$ cat src/rtl/pipeline_controller_pkg.sv
// rtl/pipeline_controller_pkg.sv - shared constants, types and helpers for the pipeline sequencer
package pipeline_ctrl_pkg;

  localparam int DEFAULT_STAGES = 6;
  localparam int MAX_STAGES     = 16;

  typedef logic [MAX_STAGES-1:0] stage_vec_t;

  // Width of a stage index; a single-bit floor keeps degenerate depths legal.
  function automatic int stage_idx_w(input int n);
    return (n > 1) ? $clog2(n) : 1;
  endfunction

endpackage

$ cat src/rtl/pipe_stage_slot.sv
// rtl/pipe_stage_slot.sv - one pipeline stage occupancy bit with advance/stall decode
module pipe_stage_slot (
  input  logic clk,
  input  logic reset,
  input  logic done,
  input  logic downstream_free,
  input  logic killed,
  input  logic fill,
  output logic advance,
  output logic stall,
  output logic occ
);

  assign advance = occ & done & downstream_free & ~killed;
  assign stall   = occ & ~advance & ~killed;

  always_ff @(posedge clk) begin
    if (reset) begin
      occ <= 1'b0;
    end else if (killed) begin
      occ <= 1'b0;
    end else begin
      occ <= (occ & ~advance) | fill;
    end
  end

endmodule

$ cat src/rtl/pipeline_controller.sv
// rtl/pipeline_controller.sv - N-stage in-order sequencer: issue, advance/stall chain, flush, retire counter
module pipeline_controller
  import pipeline_ctrl_pkg::*;
#(
  parameter int NUM_STAGES = DEFAULT_STAGES,
  parameter bit PIPELINED  = 1'b1,
  parameter int CNT_W      = 32
) (
  input  logic                                  clk,
  input  logic                                  reset,
  input  logic                                  fetch_ready,
  input  logic [NUM_STAGES-1:0]                 stage_done,
  input  logic                                  flush,
  input  logic [stage_idx_w(NUM_STAGES)-1:0]    flush_stage,
  output logic                                  issue,
  output logic [NUM_STAGES-1:0]                 valid,
  output logic [NUM_STAGES-1:0]                 advance,
  output logic [NUM_STAGES-1:0]                 stalls,
  output logic                                  busy,
  output logic [CNT_W-1:0]                      retire_count
);

  logic [NUM_STAGES-1:0] occ;
  logic [NUM_STAGES-1:0] killed;
  logic [NUM_STAGES-1:0] ds_free;
  logic [NUM_STAGES-1:0] fill;
  logic                  free;

  // Free-slot chain ripples tail to head; reset is folded into killed so every
  // combinational output reads zero while reset is held.
  always_comb begin
    free    = 1'b1;
    killed  = '0;
    ds_free = '0;
    for (int i = NUM_STAGES - 1; i >= 0; i--) begin
      killed[i]  = reset | (flush & (int'(flush_stage) >= i));
      ds_free[i] = free;
      free       = ~occ[i] | (stage_done[i] & free & ~killed[i]);
    end
  end

  assign issue = fetch_ready & ~flush & ~reset & (~occ[0] | advance[0])
               & (PIPELINED || (occ == '0));

  assign fill = {advance[NUM_STAGES-2:0], issue};

  for (genvar i = 0; i < NUM_STAGES; i++) begin : g_slot
    pipe_stage_slot u_slot (
      .clk             (clk),
      .reset           (reset),
      .done            (stage_done[i]),
      .downstream_free (ds_free[i]),
      .killed          (killed[i]),
      .fill            (fill[i]),
      .advance         (advance[i]),
      .stall           (stalls[i]),
      .occ             (occ[i])
    );
  end

  assign valid = occ;
  assign busy  = |occ;

  always_ff @(posedge clk) begin
    if (reset) begin
      retire_count <= '0;
    end else if (advance[NUM_STAGES-1]) begin
      retire_count <= retire_count + CNT_W'(1);
    end
  end

endmodule
$ cat config.mk
export PLATFORM = sky130hd
export DESIGN_NAME = pipeline_controller
export DESIGN_NICKNAME = d
export VERILOG_FILES = /design/src/rtl/pipeline_controller_pkg.sv /design/src/rtl/pipe_stage_slot.sv /design/src/rtl/pipeline_controller.sv
export SDC_FILE = /design/constraint.sdc
export NUM_CORES = 1
export LEC_CHECK = 0
export BUFFER_PORTS_ARGS = -buffer_cell sky130_fd_sc_hd__buf_2
export CAP_MARGIN = 30
export CORE_MARGIN = 4
export CORE_UTILIZATION = 44
export DETAILED_ROUTE_END_ITERATION = 7
export GPL_ROUTABILITY_DRIVEN = 1
export HOLD_SLACK_MARGIN = 0.05
export MAX_ROUTING_LAYER = met4
export PLACE_DENSITY_LB_ADDON = 0.12
export SKIP_LAST_GASP = 1
export SYNTH_ARGS = -nofsm -noshare
export SYNTH_HDL_FRONTEND = slang
export SYNTH_SLANG_ARGS = --single-unit
$ cat constraint.sdc
create_clock -name clk -period 4.3 [get_ports clk]
set_input_delay 0 -clock clk [delete_from_list [all_inputs] [get_ports clk]]
set_output_delay 0 -clock clk [all_outputs]
set_load 0.005 [all_outputs]
Word level (Yosys, flattened, before mapping)
Index checks and enable logic that the tools add are counted.
{"block": "classes", "add_sub_neg": 1, "n_lt_le_gt_ge": 5, "n_bitwise": 84, "n_reduce_logical": 7}
{"operator": "bitwise AND 1 bit", "count": 46}
{"operator": "adder 32 x 1 -> 32 bit, second input constant", "count": 1}
{"operator": "inverter 1 bit", "count": 20}
{"operator": "OR 1 bit", "count": 18}
{"operator": "OR reduction 2 bit", "count": 6}
{"operator": ">= comparator 3 x 2 -> 1 bit, second input constant", "count": 2}
{"operator": ">= comparator 3 bit, second input constant", "count": 2}
{"operator": "OR reduction 6 bit", "count": 1}
{"operator": ">= comparator 3 x 1 -> 1 bit, second input constant", "count": 1}
{"block": "totals", "regBits": 38, "output_inout_bits": 52, "wordCells": 104}

Longest topological paths before layout
{"block": "logic_depth", "word_depth": 23, "depth_mapped": 6, "depth_no_buf": 5}

Cells and area by module
From an unflattened synthesis, not the netlist that was laid out.
{"block": "hier_totals", "cells_unflattened": 248, "area_unflattened_um2": 1979.4}
{"mod": "pipeline_controller", "instances": 1, "cells_each": 200, "area_per_inst_um2": 1634.1, "seq_area_each_um2": 640.6}
{"mod": "pipe_stage_slot", "instances": 6, "cells_each": 8, "area_per_inst_um2": 57.6, "seq_area_each_um2": 20.0}

Least setup slack after synthesis
No wires, ideal clock.
{"block": "synth_timing", "path_kind": "reg2reg", "startpoint": "register retire_count[0]", "endpoint": "register retire_count[24]", "setup_time_ps": 121, "t_arrival_ps": 1510, "t_required_ps": 4179, "setup_slack_ps": 2669, "path_stages_with_launch": 7, "n_path_buf": 1, "cell_sequence": "dfxtp_1 ha_1 and3_1 nand4_1 buf_2 nor3_1 mux2_2"}
{"block": "synth_via", "elab_chain_cells": 1}
{"item": "start: declaration", "line_no": "pipeline_controller.sv:20", "rtl": "output logic [CNT_W-1:0] retire_count"}
{"item": "start signal: assignment", "line_no": "pipeline_controller.sv:68", "rtl": "retire_count <= retire_count + CNT_W'(1);"}
{"item": "adder 32 x 1 -> 32 bit", "line_no": "pipeline_controller.sv:68"}
Every way passes these cells.
A chain may end at the register's enable or synchronous reset.

Worst setup path after layout
{"block": "layout_timing", "startpoint": "register g_slot[5].u_slot.occ", "endpoint": "register retire_count[29]"}
{"block": "layout_via", "elab_chain_cells": 2}
{"item": "start: declaration", "line_no": "pipe_stage_slot.sv:11", "rtl": "output logic occ"}
{"item": "start signal: assignment", "line_no": "pipe_stage_slot.sv:23", "rtl": "occ <= (occ & ~advance) | fill;"}
{"item": "bitwise AND 1 bit (2 in series)", "line_no": "pipe_stage_slot.sv:14", "rtl": "assign advance = occ & done & downstream_free & ~killed;"}
Every way passes these cells.

==> impl.org <==
** Timing
- Setup repair after global routing missed its margin :: no
- Setup TNS Final :: 0 ns
- Hold_ws :: 0.130 ns
- Final count of negative-setup-slack endpoints :: 0
- Hold Violations, Final :: 0
- The final critical path takes up 46.2% of the cycle.
- The number of slew-limit violations in the final report is 0.
- Final worst clock skew :: 0.00377 ns
- Measured against its own limit, the worst slew margin works out to 55.1%.
- For this run, the top clock speed supported by timing is 0.504 GHz.
- Worst Max-Slew Pin Slew :: 0.674 ns
- Subtracting the final worst setup slack from the clock period gives 1.98 ns.

** Synthesis
- Number of flops mapped to enable cells by yosys :: 0
- Leading cell types by total area after synthesis :: sky130_fd_sc_hd__dfxtp_1 (33%), sky130_fd_sc_hd__buf_4 (6.2%), sky130_fd_sc_hd__nor2_1 (4.2%)
- The synthesized netlist occupies a cell area of 0.00230 mm2.
- The share of synthesized area in the top cell type comes to 33.0%.
- Count of synthesis-stage warnings from yosys :: 0
- Cell type with the highest aggregate area in the netlist :: sky130_fd_sc_hd__dfxtp_1
- Dividing the synthesized area by the synthesized cell count gives 8.47 um2.
- The synthesized netlist contains 57 unique library cells.
- The most common cell in the synthesized netlist is sky130_fd_sc_hd__dfxtp_1.
- After synthesis, flip-flops and latches occupy 33.0% of the total area.
- Share of synthesized registers carrying an async set or reset :: 0%
- Most instantiated flip-flop cell in the synthesis netlist :: sky130_fd_sc_hd__dfxtp_1
- In the synthesized netlist, the number of instances is 272.
- After synthesis the netlist holds a flip-flop and latch count of 38.
- Sorting the synthesized cells by how often they occur yields sky130_fd_sc_hd__dfxtp_1 (38), sky130_fd_sc_hd__nor2_1 (26), sky130_fd_sc_hd__buf_4 (19), sky130_fd_sc_hd__nand2_1 (19).
- Counting every net in the synthesized netlist gives 286.

** Power
- The analysis attributes to cell leakage a power of 1.17 nW.
- The completed layout was analyzed and its total power is 0.711 mW.
- Pwr dens :: 266 mW/mm2
- Max rail drop VDD :: 113 uV

** Flow run
- Max-cap violations in this run came to 0.

** Critical path
- Slowest stage cell on the critical path :: sky130_fd_sc_hd__nand4_1
- STA puts the critical path data required time at 4.46 ns.
- The critical path is of the reg2reg type.
- Worst endpoint data arrival time :: 2.15 ns
- Crit. End Element :: register
- For this run, the slowest stage of the critical path takes 0.49 ns.
- CP startpoint kind :: register
- Ordered list of cells on the worst path :: and3b_1 > nand4_1 > o311ai_0 > o41ai_1
- In this run the worst path has a maximum fanout of 12.

** Route
- Initial DRC Count :: 93
- In the final routed layout, each cell accounts on average for 14.0 um.
- Wirelength, routed :: 5430 um
- The count of nets left with antenna violations once routing finished came out at 0.
- Total iterations of the first detailed-routing run :: 4
- After detailed routing, the number of remaining DRC violations is 0.
- Via-per-instance ratio :: 5.46
- Summing over every cut layer, the via total after detailed routing is 2123.

** Clocking
- Total clock buffers created by CTS :: 5
- Post-cts repair resize count :: 0
- CTS Root Buffer Type :: sky130_fd_sc_hd__clkbuf_8
- In this run the number of H-tree levels came out at 2.
- TritonCTS built the clock tree.
- After clock tree synthesis, the clock-pin slew on the worst setup and hold paths is 0.08 ns.
- Maximum number of buffers from clock root to sink :: 2
- Source-to-sink clock delay at the later pin of the worst-skew pair :: 0.28 ns
- The tree built by TritonCTS fans out to 38 sinks.

** Finish
- Layout Nets :: 333
- The number of antenna diodes in the final layout is 0.
- Fill cells in the final layout number 523.
- In the final layout, the share of cells above drive strength 1 is 32.3%.
- The area growth from synthesis to layout is 16.2%.

** Hold path
- In this run the worst hold path is classified as in2reg.

** Global routing
- Summed over all layers, the global routing overflow is 0.
- Global-route wire length before repair :: 9080 um
- Entering global routing, the biggest net connects 44 pins.
- The number of global-route vias before repair is 1867.
- The number of antenna violations at the first check in global routing is 0.
- GRT Resource Usage Total :: 18.0%

** Status
- The flow ran to the end, and the final reports show no timing, DRC or antenna violations.

** Floorplan
- The die is 80.4 um wide.
- For this design the top-level I/O count stands at 65.
- The floorplan step defined a core boundary enclosing 0.00511 mm2.
- Number of standard-cell rows in the floorplan :: 26
- The die covers 0.00646 mm2.
- Measured along the y axis, the die boundary spans 80.4 um.
- Initial Util :: 45.1%

** Place
- Gp weighted congestion :: 0.798
- Detailed placement finished with a half-perimeter wire length of 3860 um.
- Buffers placed on the I/O ports in this run total 64.
[worst paths after layout]
| path | start | to | slack, ns | cells past startpoint |
|---|---|---|---|---|
| max | g_slot[5].u_slot.occ | retire_count[29] | 2.32 | 4 |
| min | stage_done[1] | g_slot[1].u_slot.occ | 0.13 | 4 |
| max reg2reg | g_slot[5].u_slot.occ | retire_count[29] | 2.32 | 4 |
| min reg2reg | retire_count[31] | retire_count[31] | 0.51 | 2 |
[layout by cell type, fill, tap and decap left out, types with 4 or more instances in the layout]
| cell | count |
|---|---|
| sky130_fd_sc_hd__mux2_2 | 4 |
| sky130_fd_sc_hd__a21oi_1 | 9 |
| sky130_fd_sc_hd__inv_1 | 10 |
| sky130_fd_sc_hd__nand2_1 | 19 |
| sky130_fd_sc_hd__or3_1 | 5 |
| sky130_fd_sc_hd__nor2_1 | 26 |
| sky130_fd_sc_hd__nor2b_1 | 6 |
| sky130_fd_sc_hd__nand4_1 | 6 |
| sky130_fd_sc_hd__xnor2_1 | 5 |
| sky130_fd_sc_hd__o311ai_0 | 7 |
| sky130_fd_sc_hd__and4_1 | 6 |
| sky130_fd_sc_hd__and3_1 | 6 |
| sky130_fd_sc_hd__o21ai_0 | 10 |
| sky130_fd_sc_hd__nor4_1 | 5 |
| sky130_fd_sc_hd__nor3_1 | 5 |
| sky130_fd_sc_hd__o41ai_1 | 10 |
| sky130_fd_sc_hd__or2_2 | 11 |
| sky130_fd_sc_hd__buf_2 | 64 |
| sky130_fd_sc_hd__nand3_1 | 11 |
| sky130_fd_sc_hd__dfxtp_1 | 38 |
| sky130_fd_sc_hd__clkbuf_8 | 6 |
[report_power, final]
| group | total (mW) | switching [mW] | leakage (nW) | internal (mW) |
|---|---|---|---|---|
| logic | 0.0442 | 0.0266 | 0.803 | 0.0175 |
| clock network | 0.314 | 0.128 | 0.0573 | 0.186 |
| registers | 0.353 | 0.000847 | 0.306 | 0.352 |
| total | 0.711 | 0.156 | 1.17 | 0.555 |
[routing by layer]
layer  up-vias  track usage, %  wire length, um
li1       1095               -                -
met1       978            24.7             2700
met2        46            27.3             2490
met3         4            3.70              215
met4         0            4.05               32
met5         -               -                0
[sequential cells by signal (all words and copies together), names as in the netlist]
register           flops
g_slot.u_slot.occ      6
retire_count          32
[through the flow]
stage	setup slack, ns	util (%)	area [um2]	cells
2_1_floorplan	2.67	-	2300	272
3_3_place_gp	2.33	49.6	2530	379
3_5_place_dp	2.29	49.6	2530	379
4_1_cts	2.32	52.4	2680	389
5_1_grt	2.14	52.4	2680	389
6_report	2.32	52.4	2680	389
[repair_timing]
action,in CTS,in global routing
hold buffers,3,0
setup buffers,0,0
endpoints found under the hold margin,2,0
[final cells by class]
type / count / area [um2] / share of cell area, %
clock buffers: 6 / 82.6 / 3.08
clock inverters: 1 / 30.0 / 1.12
inverters: 10 / 37.5 / 1.40
multi-input cells: 197 / 1330 / 49.6
flip-flops and latches: 38 / 761 / 28.4
well taps: 70 / 87.6 / 3.27
repair buffers: 67 / 350 / 13.1
[logic make-up (layout without fill, tap and decap cells)]
group,Yosys count,after routing,share of synthesized area (%)
and+or+nand+nor,123,123,31.5
muxes,5,5,2.39
xor gates and xnor gates,8,8,3.04
AOI/OAI and AO/OA,60,60,20.1
adders and majority gates,1,1,0.543
DFF,38,38,33.0
buffers and inverters,37,84,9.34
[worst max-delay path: cells and delay by family, from the launching register on]
family / cells / cell delay, ns
AO/OA/AOI/OAI: 2 / 0.60
AND/OR/NAND/NOR: 2 / 0.85
flip-flops: 1 / 0.41
(Power assumes the default switching activity.)
